### src/rtl/twoscomp_arbiter.sv
// twoscomp_arbiter
// Shares one W-bit two's-complement negation unit among N requesters.
// Requests are granted round-robin whenever the response slot is free
// (empty, or full and being consumed this cycle). The granted operand is
// either negated or passed through and lands in a single registered
// response port with valid/ready handshaking.
//
// Ports:
//   clk        rising-edge clock
//   rst_n      asynchronous active-low reset
//   req_valid  [N]    per-requester request pending
//   req_data   [N*W]  requester i operand in bits [i*W +: W]
//   req_neg    [N]    per-requester: 1 = negate, 0 = pass through
//   req_ready  [N]    one-hot grant (zero when nothing is accepted)
//   rsp_valid         response register holds a result
//   rsp_data   [W]    result
//   rsp_id     [IDW]  index of the requester that produced the result
//   rsp_ovf           operand negated was the most-negative value
//   rsp_ready         consumer accepts the response this cycle
module twoscomp_arbiter #(
   parameter int N   = 4,
   parameter int W   = 8,
   parameter int IDW = 2
) (
   input  logic           clk,
   input  logic           rst_n,
   input  logic [N-1:0]   req_valid,
   input  logic [N*W-1:0] req_data,
   input  logic [N-1:0]   req_neg,
   output logic [N-1:0]   req_ready,
   output logic           rsp_valid,
   output logic [W-1:0]   rsp_data,
   output logic [IDW-1:0] rsp_id,
   output logic           rsp_ovf,
   input  logic           rsp_ready
);

   typedef enum logic {
      EMPTY = 1'b0,
      FULL  = 1'b1
   } state_t;

   localparam int unsigned NU       = N;
   localparam logic [W-1:0] MOST_NEG = {1'b1, {(W-1){1'b0}}};

   state_t         state_q, state_d;
   logic [IDW-1:0] ptr_q, ptr_d;

   logic           slot_free;
   logic           gnt_any;
   logic [IDW-1:0] gnt_idx;
   logic [IDW-1:0] scan_idx;
   logic [N-1:0]   gnt_vec;

   logic [W-1:0]   opnd;
   logic [W-1:0]   res_d;
   logic           ovf_d;

   // A full slot that is being consumed this cycle can be refilled on the same edge.
   assign slot_free = (state_q == EMPTY) || rsp_ready;

   // Round-robin search starting at ptr, wrapping modulo N.
   always_comb begin
      gnt_any  = 1'b0;
      gnt_idx  = '0;
      scan_idx = '0;
      gnt_vec  = '0;
      if (slot_free) begin
         for (int unsigned k = 0; k < NU; k++) begin
            scan_idx = IDW'((k + 32'(ptr_q)) % NU);
            if (!gnt_any && req_valid[scan_idx]) begin
               gnt_any = 1'b1;
               gnt_idx = scan_idx;
            end
         end
      end
      if (gnt_any) begin
         gnt_vec[gnt_idx] = 1'b1;
      end
   end

   // Gated by rst_n so no grant is advertised while reset is held.
   assign req_ready = rst_n ? gnt_vec : '0;

   // ~d + 1 already wraps the most-negative value onto itself; ovf flags that case.
   always_comb begin
      opnd  = req_data[32'(gnt_idx) * W +: W];
      res_d = opnd;
      ovf_d = 1'b0;
      if (req_neg[gnt_idx]) begin
         res_d = ~opnd + W'(1);
         ovf_d = (opnd == MOST_NEG);
      end
   end

   always_comb begin
      state_d = state_q;
      ptr_d   = ptr_q;
      if (gnt_any) begin
         state_d = FULL;
         ptr_d   = (gnt_idx == IDW'(N - 1)) ? '0 : gnt_idx + 1'b1;
      end else if ((state_q == FULL) && rsp_ready) begin
         state_d = EMPTY;
      end
   end

   always_ff @(posedge clk or negedge rst_n) begin
      if (!rst_n) begin
         state_q  <= EMPTY;
         ptr_q    <= '0;
         rsp_data <= '0;
         rsp_id   <= '0;
         rsp_ovf  <= 1'b0;
      end else begin
         state_q <= state_d;
         ptr_q   <= ptr_d;
         if (gnt_any) begin
            rsp_data <= res_d;
            rsp_id   <= gnt_idx;
            rsp_ovf  <= ovf_d;
         end
      end
   end

   assign rsp_valid = (state_q == FULL);

endmodule

### config.mk
export PLATFORM = sky130hd
export DESIGN_NAME = twoscomp_arbiter
export DESIGN_NICKNAME = d
export VERILOG_FILES = /design/src/rtl/twoscomp_arbiter.sv
export SDC_FILE = /design/constraint.sdc
export NUM_CORES = 1
export LEC_CHECK = 0
export BUFFER_PORTS_ARGS = -buffer_cell sky130_fd_sc_hd__buf_2
export CORE_MARGIN = 4
export CORE_UTILIZATION = 41
export DETAILED_ROUTE_END_ITERATION = 16
export PLACE_DENSITY = 0.86
export SLEW_MARGIN = 20
export SYNTH_ARGS = -nofsm -noshare
export SYNTH_HDL_FRONTEND = slang
export SYNTH_SLANG_ARGS = --single-unit
### constraint.sdc
create_clock -name clk -period 2.6 [get_ports clk]
set_input_delay 0.65 -clock clk [delete_from_list [all_inputs] [get_ports clk]]
set_output_delay 0.65 -clock clk [all_outputs]
set_load 0.005 [all_outputs]
Word level (Yosys, flattened, before mapping):

Index checks and enable logic that the tools add are counted.

* bits of input ports: 43
* flip-flop bits (word level): 14
* output and inout bits: 16
* word-level logic and storage cells: 63

* eq/ne operators: 2
* add/sub/neg operators: 5
* reduce and logical (&&, ||, !) cells: 10
* bitwise operators: 2
* order comparisons: 6
* shifts and indexed selects: 1
* muxes and demuxes: 32

Operators with widths (number)
* indexed part select 32 x 6 -> 8 bit: 1
* 2-to-1 mux 1 bit: 17
* < comparator 2 x 3 -> 1 bit, second input constant: 5
* 2-to-1 mux 2 bit: 6
* binary-select mux 1 bit (select 2 bit): 5
* adder 8 x 1 -> 8 bit, second input constant: 1
* equality test 8 bit, second input constant: 1
* 2-to-1 mux 4 bit: 2
* 2-to-1 mux 8 bit: 1
* inverter 8 bit: 1
* logical AND 1 bit: 5
* adder 2 bit, first input constant: 2
* logical NOT 1 bit: 3
* adder 1 x 2 -> 2 bit, first input constant: 1
* adder 2 x 1 -> 2 bit, second input constant: 1
* demux 1 bit (select 2 bit): 1
* equality test 2 bit, second input constant: 1
* >= comparator 2 x 1 -> 1 bit, second input constant: 1
* nonzero test 2 bit: 1
* logical OR 1 bit: 1
* inverter 1 bit: 1

Depth between registers and ports, before layout:

Gate-level depths: netlist of run 1.

* word-level depth: 22
* gate-level depth with buffers: 12

Worst setup path after synthesis of run 1:

Ideal clock, no wire load.

* path type: input port to flip-flop
* start point: in req_valid[0]
* end point: reg rsp_data[7]
* setup time: 69 ps
* slack: -182 ps
* stages: 9
* buffers on the path: 1
* arrival: 2713 ps
* path through: and4bb_1 > o21ba_1 > a211oi_2 > buf_6 > mux2i_1 > mux2i_1 > or4_4 > or3_1 > nand3_1

* cells in the longest elaborated chain, start to end: 20
* elaborated cells on any way between the ends: 33
* classes of those cells: 1 x add/sub; 1 x shift; 24 x mux; 1 x bitwise; 6 x reduce/logical

RTL lines
* from (decl): line 27 `input logic [N-1:0] req_valid,`
* binary-select mux 1 bit (select 2 bit): line 71 `if (!gnt_any && req_valid[scan_idx]) begin`
* 2-to-1 mux 1 bit (not written as such): line 71
* 2-to-1 mux 1 bit: line 71
* 2-to-1 mux 1 bit: line 68 `if (slot_free) begin`
* logical NOT 1 bit: line 71
* logical AND 1 bit: line 71
* 2-to-1 mux 1 bit: line 71
* 2-to-1 mux 1 bit: line 68
* [4 not listed]
* logical NOT 1 bit: line 71
* logical AND 1 bit: line 71
* 2-to-1 mux 2 bit: line 71
* 2-to-1 mux 2 bit: line 68
* indexed part select 32 x 6 -> 8 bit: line 87 `opnd = req_data[32'(gnt_idx) * W +: W];`
* inverter 8 bit: line 91 `res_d = ~opnd + W'(1);`
* adder 8 x 1 -> 8 bit: line 91
* 2-to-1 mux 8 bit: line 90 `if (req_neg[gnt_idx]) begin`
* to (signal assigned): line 118 `rsp_data <= res_d;`
* to (decl): line 32 `output logic [W-1:0] rsp_data,`

Several ways; a longest one is shown, not always the timed one. The select of a mux whose other input is x is not followed.
A chain may end at the register's enable or synchronous reset.

Final worst setup path of run 1:

* start point: in req_valid[1]
* end point: reg rsp_data[5]

The elaborated chain is that of the path after synthesis.

==> results of run 1 <==
==> area by class of cell <==
type / instances / area, µm² / area share (%)
Tap cell: 31 / 38.8 / 1.72
Clock buffer: 4 / 36.3 / 1.61
Timing Repair Buffer: 105 / 758 / 33.7
Inverter: 6 / 35.0 / 1.56
Multi-Input combinational cell: 110 / 1030 / 45.8
Sequential cell: 14 / 350 / 15.6
==> registers in the layout (all words and copies together), names as in the netlist <==
signal and flops:
rsp_ovf 1, rsp_id 2, ptr_q 2, rsp_valid 1, rsp_data 8
==> worst max-delay path, stage by stage <==
cell and delay [ns]:
buf_8 0.10, and4bb_2 0.35, a21oi_2 0.07, a211oi_4 0.31
buf_12 0.15, buf_8 0.12, mux2i_2 0.24, mux2i_2 0.12
or4_4 0.57, or3b_1 0.39, nand3_1 0.08
==> logic make-up after synthesis <==
family                   after synthesis
buffers and inverters                 12
AO/OA/AOI/OAI                         22
AND/OR/NAND/NOR                       52
adder cells (fa/ha/maj)                5
XOR/XNOR                               2
flip-flops                            14
multiplexers                          28
==> what timing repair did <==
action | 4_1_cts | 5_1_grt
endpoints found under the setup margin | 9 | 12
setup buffers | 16 | 6
resized for setup | 31 | 37
hold buffers | 0 | 0
cloned | 0 | 1
pin swaps | 13 | 7
==> per-layer routing <==
metal | track usage, % | share of wire, %
met1 | 25.7 | 40
met2 | 37.4 | 52
met3 | 4.32 | 6.3
met4 | 3.03 | 1.9
met5 | 0 | 0
==> path summary, 6_finish.rpt <==
check,endpoint,slack [ns],depth (start not counted),startpoint
max,rsp_data[5],-0.33,11,req_valid[1]
min reg2reg,rsp_data[3],0.50,2,rsp_data[3]
max reg2reg,rsp_data[5],-0.30,10,ptr_q[1]
min in group clk,rsp_data[3],0.50,2,rsp_data[3]
max in group asynchronous,rsp_data[6],2.00,2,rst_n
min,rsp_data[4],0.17,1,rst_n
==> through the flow <==
step	std cells	TNS [ns]	cell area (µm²)	setup slack [ns]	utilization [%]
CTS	263	-1.65	2020	-0.253	71.9
finish	270	-2.31	2250	-0.334	80.2
floorplan	135	-0.639	1220	-0.182	-
detailed placement	244	-3.79	1730	-0.499	61.6
global route	270	-3.14	2250	-0.445	80.2
global placement	244	-3.35	1730	-0.412	61.6
==> synthesized netlist by cell type, types with 2 or more instances <==
| library cell | number | area, µm² |
|---|---|---|
| or3_1 | 3 | 18.8 |
| nand3_1 | 4 | 20.0 |
| o21ai_1 | 5 | 25.0 |
| clkbuf_1 | 3 | 11.3 |
| a31oi_1 | 3 | 18.8 |
| nand2b_1 | 3 | 18.8 |
| nor2_1 | 6 | 22.5 |
| and3_1 | 6 | 37.5 |
| dfrtp_1 | 14 | 350 |
| nand2_1 | 15 | 56.3 |
| a21oi_1 | 4 | 20.0 |
| nor2b_1 | 2 | 12.5 |
| mux2i_1 | 26 | 260 |
| o31ai_1 | 2 | 15.0 |
| buf_4 | 2 | 15.0 |
| o211ai_1 | 2 | 15.0 |
| ha_1 | 5 | 62.6 |
| nor3_1 | 3 | 15.0 |
| inv_1 | 6 | 22.5 |
==> power by group through the flow <==
| stage | clock (µW) | combinational (µW) | sequential, µW |
|---|---|---|---|
| after floorplan | 0 | 311 | 325 |
| after global placement | 0 | 555 | 319 |
| after detailed placement | 0 | 569 | 321 |
| after CTS | 170 | 714 | 316 |
| after global routing | 181 | 959 | 328 |
| final | 167 | 909 | 322 |
==> key figures, run 1 <==
GRT
  – Initial antenna violation count: 0
  – Vias in the first global route: 1436
  – Wire length of the first global-routing pass: approximately 6600 µm
  – GRT overflow: 0
  – Global router's overall resource usage: 20.7%
  – Largest net degree at the start of global routing: 19

Synthesis
  – Mapped Area: between 1000 and 1500 µm²
  – Syn_nets: 183
  – Synthesized flop and latch total: 14
  – Compound-Gate Fraction of Synth Area: 12.2%
  – Top FF cell, synth: dfrtp_1
  – Largest family of logic cells by synthesized area: simple AND/OR/NAND/NOR gates
  – Sequential share of the synthesized area: 28.7%
  – YS warnings: 0
  – Cells after synthesis: 135
  – Simple-Gate Fraction of Synth Area: 24.1%
  – Mux cell area share after synthesis: 23.4%
  – Synth cell types: 40
  – FFs w/ async S/R, synth: 100%
  – Mean area per synthesized cell: 9.03 µm²
  – Adder-Cell Fraction of Synth Area: 5.13%
  – Xor/xnor cell area share of the yosys netlist: 1.44%
  – Post-synth EDFFs: 0

Clocking
  – CTS H-tree lvls: 1
  – CTS buffer count: 3
  – Clock transition at path regs: 0.10 ns
  – CTS tree: built
  – Clock Sinks: 14
  – Clock root buffer: clkbuf_4
  – Skew-Pair Late Insertion Delay: 0.29 ns
  – Longest Clk Path Bufs: 2

Setup path
  – Crit start category: primary input
  – Worst path required time: 2.83 ns
  – Endpoint class of the critical path: register
  – CP max FO: 6
  – Worst path arrival time: 3.16 ns
  – Critical path class: primary input to register

Power and ir drop
  – NetSw: 551 µW
  – Sw frac: 39.4%
  – Seq pwr share: between 20 and 25%
  – Power share of the clock group: between 10% and 20%
  – Internal Power: 847 µW
  – Leakage: about 0.0011 µW
  – Combinational share of power: ~65%
  – Worst vdd ir: about 0.42 mV
  – Power per Cell Area: 622 nW/µm²
  – Final Power: roughly 1400 µW

Detailed routing
  – Drt pass-1 iters: 4
  – DRT Wirelength: 5440 µm
  – Vias: 1540
  – DR vias/cell: 5.70
  – DRC Markers: 0
  – DRT iter0 DRCs: 102
  – Wire length per cell: 20.2 µm
  – Post-DRT Antenna Nets: 0

Floorplan
  – Starting Density: between 40% and 50%
  – Site row count: 19
  – IO Pins: 59
  – Die ar.: between 3000 and 4000 µm²
  – Die Width: 62.5 µm
  – CORE AREA: 2810 µm²
  – Die Y: roughly 63 µm

Run
  – Max cap viols: 0

STA
  – Fmax: 341 MHz
  – Hold slack: 0.171 ns
  – Worst rel slew slack: between 60% and 70%
  – Worst Tran Pin Value: 0.506 ns
  – Final worst path period share: 113%
  – Final setup fails: 11
  – Hold Violations, Final: 0
  – Clk_skew: a little over 0.01 ns
  – Max Slew Vio Count: 0
  – Unrepaired setup endpoints after global routing: yes
  – Final worst setup slack: -0.334 ns
  – Fin crit period: approximately 2.9 ns

Finish
  – Most frequent cells in the layout: buf_2 (51), buf_4 (39), mux2i_1 (19)
  – P&R area growth vs syn: 84.6%
  – Layout cell share with drive strength beyond 1: 61.9%
  – Commonest non-fill, non-tap cell in the layout: buf_2
  – Antenna Cells: 0
  – Fill cells: 132
  – Nets@finish: 288

Run status
  – Failing checks: setup timing
  – Status: complete, but fails checks

Placement
  – DPL Wire Length: 2690 µm
  – Final GP Congestion: slightly below 0.9
  – Port buffer count: just under 60

Min path
  – Hold Path Class: primary input to async pin
No activity file was read; power rests on OpenSTA's default activity.
==> inputs of run 2 (changes only) <==
- CAP_MARGIN: default -> 20
- SKIP_LAST_GASP: default -> 1
==> run 2 against run 1 <==
Compared with the run above: maximum frequency decreased by 1.4%; clock skew down 0.0037 ns; via count down 2.9%; critical path depth unchanged; global-route usage is 0.24 points lower; first-iteration DRC count shrank 9.8%; total power fell by 3.9%; clock-buffer cell count is the same; clock power barely moved; largest cell class unchanged; the run still ends with setup timing left; cell count fell by 0.37%.
==> key figures, run 2 (synthesized netlist as in run 1, its figures left out) <==
GRT
  – Global router's overall resource usage: 20.5% (was 20.7%)
  – Wire length of the first global-routing pass: 6550 µm (was 6600 µm)
  – Largest net degree at the start of global routing: 19 (unchanged)
  – Vias in the first global route: 1445 (was 1436)
  – GRT overflow: 0 (unchanged)
  – Initial antenna violation count: 0 (unchanged)

Power and ir drop
  – Power per Cell Area: 626 nW/µm² (was 622 nW/µm²)
  – Worst vdd ir: 0.447 mV (was 0.423 mV)
  – Leakage: 0.00107 µW (was 0.00109 µW)

Finish
  – Biggest register: rsp_data (unchanged)
  – Top flop regs: rsp_data: 8 flops, ptr_q: 2 flops, rsp_id: 2 flops (unchanged)
  – Number of flip-flops under the largest register name: 8 (unchanged)
  – Fin area: 2150 µm² (was 2250 µm²)
  – Nets@finish: 287 (was 288)
  – Most frequent cells in the layout: buf_2 (55), buf_4 (38), mux2i_1 (17) (was buf_2 (51), buf_4 (39), mux2i_1 (19))
  – Commonest non-fill, non-tap cell in the layout: buf_2 (unchanged)
  – Antenna Cells: 0 (unchanged)
  – Layout cell share with drive strength beyond 1: 60.5% (was 61.9%)
  – Layout Cells excl Fill: 269 (was 270)
  – Final core utilization: 76.5% (was 80.2%)
  – P&R area growth vs syn: 76.2% (was 84.6%)

STA
  – Final setup fails: 10 (was 11)
  – Worst Tran Pin Value: 0.403 ns (was 0.506 ns)
  – Max Slew Vio Count: 0 (unchanged)
  – Clk_skew: 0.00641 ns (was 0.0101 ns)
  – Final worst path period share: 114% (was 113%)
  – Unrepaired setup endpoints after global routing: yes (unchanged)
  – Hold Violations, Final: 0 (unchanged)
  – Worst rel slew slack: 72.4% (was 65.3%)
  – Fin crit period: 2.98 ns (was 2.93 ns)
  – Final worst setup slack: -0.376 ns (was -0.334 ns)
  – Fmax: 336 MHz (was 341 MHz)

Clocking
  – Longest Clk Path Bufs: 2 (unchanged)
  – Clock transition at path regs: 0.10 ns (about the same)
  – Clock root buffer: clkbuf_4 (unchanged)
  – CTS buffer count: 3 (unchanged)
  – CTS H-tree lvls: 1 (unchanged)
  – CTS tree: built (unchanged)
  – Clock Sinks: 14 (unchanged)
  – Skew-Pair Late Insertion Delay: 0.29 ns (about the same)

Floorplan
  – Starting Density: 43.4% (unchanged)
  – Die Width: 62.5 µm (unchanged)
  – Site row count: 19 (unchanged)
  – Die ar.: 3910 µm² (unchanged)
  – Die Y: 62.5 µm (unchanged)
  – CORE AREA: 2810 µm² (unchanged)
  – IO Pins: 59 (unchanged)

Detailed routing
  – DRT Wirelength: 5010 µm (was 5440 µm)
  – DRC Markers: 0 (unchanged)
  – Post-DRT Antenna Nets: 0 (unchanged)
  – Wire length per cell: 18.6 µm (was 20.2 µm)
  – DRT iter0 DRCs: 92 (was 102)
  – Vias: 1496 (was 1540)
  – Drt pass-1 iters: 4 (unchanged)
  – DR vias/cell: 5.56 (was 5.70)

Placement
  – Post-Place Cells: 244 (unchanged)
  – DPL Wire Length: 2690 µm (unchanged)
  – Pre-CTS setup slack: -0.499 ns (unchanged)
  – Final GP Congestion: 0.871 (unchanged)
  – Port buffer count: 58 (unchanged)
  – Placed cell areas: 1730 µm² (unchanged)

Setup path
  – Worst path arrival time: 3.21 ns (was 3.16 ns)
  – Endpoint class of the critical path: register (unchanged)
  – Flop2flop setup slack: -0.35 ns (was -0.30 ns)
  – Crit start category: primary input (unchanged)
  – CP max FO: 4 (was 6)
  – Worst path required time: 2.83 ns (about the same)
  – Critical path class: primary input to register (unchanged)

Run
  – Max cap viols: 0 (unchanged)

Run status
  – Status: complete, but fails checks (unchanged)
  – Failing checks: setup timing (unchanged)

Min path
  – Hold Path Class: primary input to async pin (unchanged)
[run 2: report_power, final]
| part | internal, µW | total, µW | switching (µW) | leakage (µW) |
|---|---|---|---|---|
| clock | 85.4 | 167 | 81.2 | 0.0000210 |
| sequential | 279 | 317 | 37.9 | 0.000167 |
| combinational | 457 | 860 | 404 | 0.000879 |
| total | 822 | 1340 | 523 | 0.00107 |
[run 2: area by class of cell]
cell class	instances	area, µm²
clock buffers	4	36.3
well taps	31	38.8
flip-flops and latches	14	350
fillers	166	658
repair buffers	104	722
inverters	6	30.0
multi-input cells	110	970
[run 2: per-stage QoR]
stage | TNS (ns) | hold slack [ns] | power, µW
after floorplan | -0.639 | 0.354 | 636
after global placement | -3.35 | 0.465 | 874
after detailed placement | -3.79 | 0.478 | 889
after CTS | -1.79 | 0.161 | 1180
after global routing | -3.59 | 0.160 | 1420
final | -2.55 | 0.168 | 1340
[run 2: worst max-delay path, stage by stage]
cell      delay, ns
buf_8          0.10
and4bb_2       0.33
a21oi_2        0.06
a211oi_4       0.30
buf_12         0.15
buf_4          0.11
mux2i_1        0.30
mux2i_2        0.16
or4_4          0.56
or3b_1         0.39
nand3_1        0.08
[run 2: path summary, 6_finish.rpt]
| check | start | end | cells after the start |
|---|---|---|---|
| max | req_valid[1] | rsp_data[5] | 11 |
| min | rst_n | rsp_data[4] | 1 |
| max reg2reg | ptr_q[1] | rsp_data[5] | 10 |
| min reg2reg | rsp_data[2] | rsp_data[2] | 2 |
| max in group asynchronous | rst_n | rsp_data[7] | 2 |
| min in group clk | rsp_data[2] | rsp_data[2] | 2 |
[run 2: per-layer routing]
layer / GRT usage [%] / wire length [µm] / vias to the layer above / share of wire, %
met5: 0 / 0 / - / 0
met4: 5.23 / 184 / 0 / 3.7
met3: 5.58 / 287 / 18 / 5.7
met2: 37.3 / 2490 / 73 / 50
met1: 23.4 / 2050 / 708 / 41
li1: - / - / 697 / -
[run 2: what timing repair did]
action,CTS,global route
setup endpoints to repair,9,12
hold buffers,0,0
gates resized for setup,27,26
gates cloned,0,1
buffers inserted,16,5
pin swaps,11,7
==> inputs of run 3 (changes only) <==
- CAP_MARGIN: 20 -> default
- CORE_ASPECT_RATIO: default -> 0.7
==> run 3 against run 2 <==
Compared with the run above: cell area down 4.8%; via count fell by 4.9%; the run still ends with setup timing left; register-to-register slack better by 0.15 ns; highest routed layer is now met5.
==> key figures, run 3 (synthesized netlist as in run 1, its figures left out) <==
Detailed routing
  – DRC Markers: 0 (unchanged)
  – Drt pass-1 iters: 4 (unchanged)
  – Post-DRT Antenna Nets: 0 (unchanged)
  – DR vias/cell: 5.39 (was 5.56)
  – Vias: 1423 (was 1496)
  – DRT iter0 DRCs: 105 (was 92)
  – DRT Wirelength: 4280 µm (was 5010 µm)
  – Wire length per cell: 16.2 µm (was 18.6 µm)

Floorplan
  – Die Y: 53.6 µm (was 62.5 µm)
  – IO Pins: 59 (unchanged)
  – Die ar.: 3920 µm² (was 3910 µm²)
  – Site row count: 16 (was 19)
  – CORE AREA: 2820 µm² (was 2810 µm²)
  – Die Width: 73.2 µm (was 62.5 µm)
  – Starting Density: 43.2% (was 43.4%)

Setup path
  – Endpoint class of the critical path: register (unchanged)
  – CP max FO: 5 (was 4)
  – R2R depth: 10 (unchanged)
  – Flop2flop setup slack: -0.20 ns (was -0.35 ns)
  – Crit start category: primary input (unchanged)
  – CP startpoint: req_valid[1] (unchanged)
  – Worst path arrival time: 3.05 ns (was 3.21 ns)
  – FF-to-FF End: rsp_data[5] (unchanged)
  – Reg2reg start: ptr_q[1] (unchanged)
  – Critical path class: primary input to register (unchanged)
  – Worst path required time: 2.79 ns (was 2.83 ns)

Finish
  – Antenna Cells: 0 (unchanged)
  – Layout cell share with drive strength beyond 1: 56.6% (was 60.5%)
  – Top flop regs: rsp_data: 8 flops, ptr_q: 2 flops, rsp_id: 2 flops (unchanged)
  – Number of flip-flops under the largest register name: 8 (unchanged)
  – Nets@finish: 277 (was 287)
  – Commonest non-fill, non-tap cell in the layout: buf_2 (unchanged)
  – P&R area growth vs syn: 67.7% (was 76.2%)
  – Biggest register: rsp_data (unchanged)
  – Fin area: 2040 µm² (was 2150 µm²)
  – Most frequent cells in the layout: buf_2 (53), buf_4 (32), mux2i_1 (23) (was buf_2 (55), buf_4 (38), mux2i_1 (17))

GRT
  – Largest net degree at the start of global routing: 19 (unchanged)
  – Global router's overall resource usage: 18.9% (was 20.5%)
  – GRT overflow: 0 (unchanged)
  – Vias in the first global route: 1277 (was 1445)
  – Initial antenna violation count: 1 (was 0)
  – Wire length of the first global-routing pass: 5680 µm (was 6550 µm)

Clocking
  – CTS tree: built (unchanged)
  – Longest Clk Path Bufs: 2 (unchanged)
  – Skew-Pair Late Insertion Delay: 0.26 ns (was 0.29 ns)
  – Hold buffer count at cts: 0 (unchanged)
  – Clock root buffer: clkbuf_8 (was clkbuf_4)
  – Clock Sinks: 14 (unchanged)
  – Clock transition at path regs: 0.06 ns (was 0.10 ns)
  – CTS H-tree lvls: 1 (unchanged)
  – CTS buffer count: 3 (unchanged)

STA
  – Final worst path period share: 110% (was 114%)
  – Hold slack: 0.192 ns (was 0.168 ns)
  – Worst rel slew slack: 72.7% (was 72.4%)
  – Hold Violations, Final: 0 (unchanged)
  – Fin crit period: 2.86 ns (was 2.98 ns)
  – Fmax: 350 MHz (was 336 MHz)
  – Final worst setup slack: -0.258 ns (was -0.376 ns)
  – Worst Tran Pin Value: 0.398 ns (was 0.403 ns)
  – Unrepaired setup endpoints after global routing: yes (unchanged)
  – Final setup fails: 9 (was 10)
  – Clk_skew: 0.00240 ns (was 0.00641 ns)
  – Max Slew Vio Count: 0 (unchanged)

Min path
  – Hold Path Class: primary input to async pin (unchanged)

Run
  – Max cap viols: 0 (unchanged)

Power and ir drop
  – Power per Cell Area: 628 nW/µm² (was 626 nW/µm²)
  – Leakage: 0.00102 µW (was 0.00107 µW)
  – Worst vdd ir: 0.424 mV (was 0.447 mV)

Placement
  – Final GP Congestion: 0.846 (was 0.871)
  – Port buffer count: 58 (unchanged)
  – DPL Wire Length: 2830 µm (was 2690 µm)
  – Placed cell areas: 1720 µm² (was 1730 µm²)

Run status
  – Status: complete, but fails checks (unchanged)
  – Failing checks: setup timing (unchanged)
-- run 3: changes by cell type in the layout (fill, tap and decap cells not counted), sizes merged --
cell	before	now
mux2	2	1
buf	104	95
-- run 3: timing repair --
action / 4_1_cts / 5_1_grt
pin swaps: 8 / 16
resized for setup: 10 / 31
setup endpoints to repair: 12 / 12
setup buffers: 4 / 10
-- run 3: metrics by stage --
step	std cells	setup TNS [ns]	setup slack, ns	total power, µW	util, %
final	264	-1.39	-0.258	1280	72.4
after global routing	264	-2.13	-0.336	1350	72.4
after CTS	256	-1.54	-0.223	1150	64.9
after detailed placement	249	-5.37	-0.633	896	61.0
after global placement	249	-4.56	-0.527	876	61.0
after floorplan	135	-0.639	-0.182	636	-
-- run 3: layout make-up --
type,count,area (µm²)
clock buffers,4,55.1
well taps,36,45.0
repair buffers,95,622
flip-flops and latches,14,350
fillers,189,779
inverters,6,25.0
multi-input cells,109,946
-- run 3: worst max path at each step --
| stage | to | slack (ns) |
|---|---|---|
| 4_1_cts | rsp_data[5] | -0.22 |
| 3_3_place_gp | rsp_data[4] | -0.53 |
| 3_5_place_dp | rsp_data[7] | -0.63 |
| 2_1_floorplan | rsp_data[7] | -0.18 |
| 5_1_grt | rsp_data[5] | -0.34 |
| 6_report | rsp_data[5] | -0.26 |
-- run 3: critical path, stage by stage --
cell and delay, ns:
buf_8 0.10, and4bb_1 0.32, a21oi_2 0.06, a211oi_4 0.32
buf_6 0.17, mux2i_2 0.20, mux2i_1 0.11, buf_4 0.15
or4_4 0.50, or3b_4 0.40, nand3_2 0.07
-- run 3: routing by layer --
metal / global-route usage (%) / up-vias / part of all wire, %
li1: - / 676 / -
met1: 23.1 / 685 / 43
met2: 32.8 / 52 / 48
met3: 6.16 / 8 / 6.8
met4: 3.68 / 2 / 1.7
met5: 0 / - / 0.26
-- run 3: power breakdown --
part           total, µW  internal, µW  switching, µW  leakage [µW]
sequential           323           280           42.9      0.000167
clock                224           135           89.0     0.0000288
combinational        736           381            355      0.000828
total               1280           796            487       0.00102
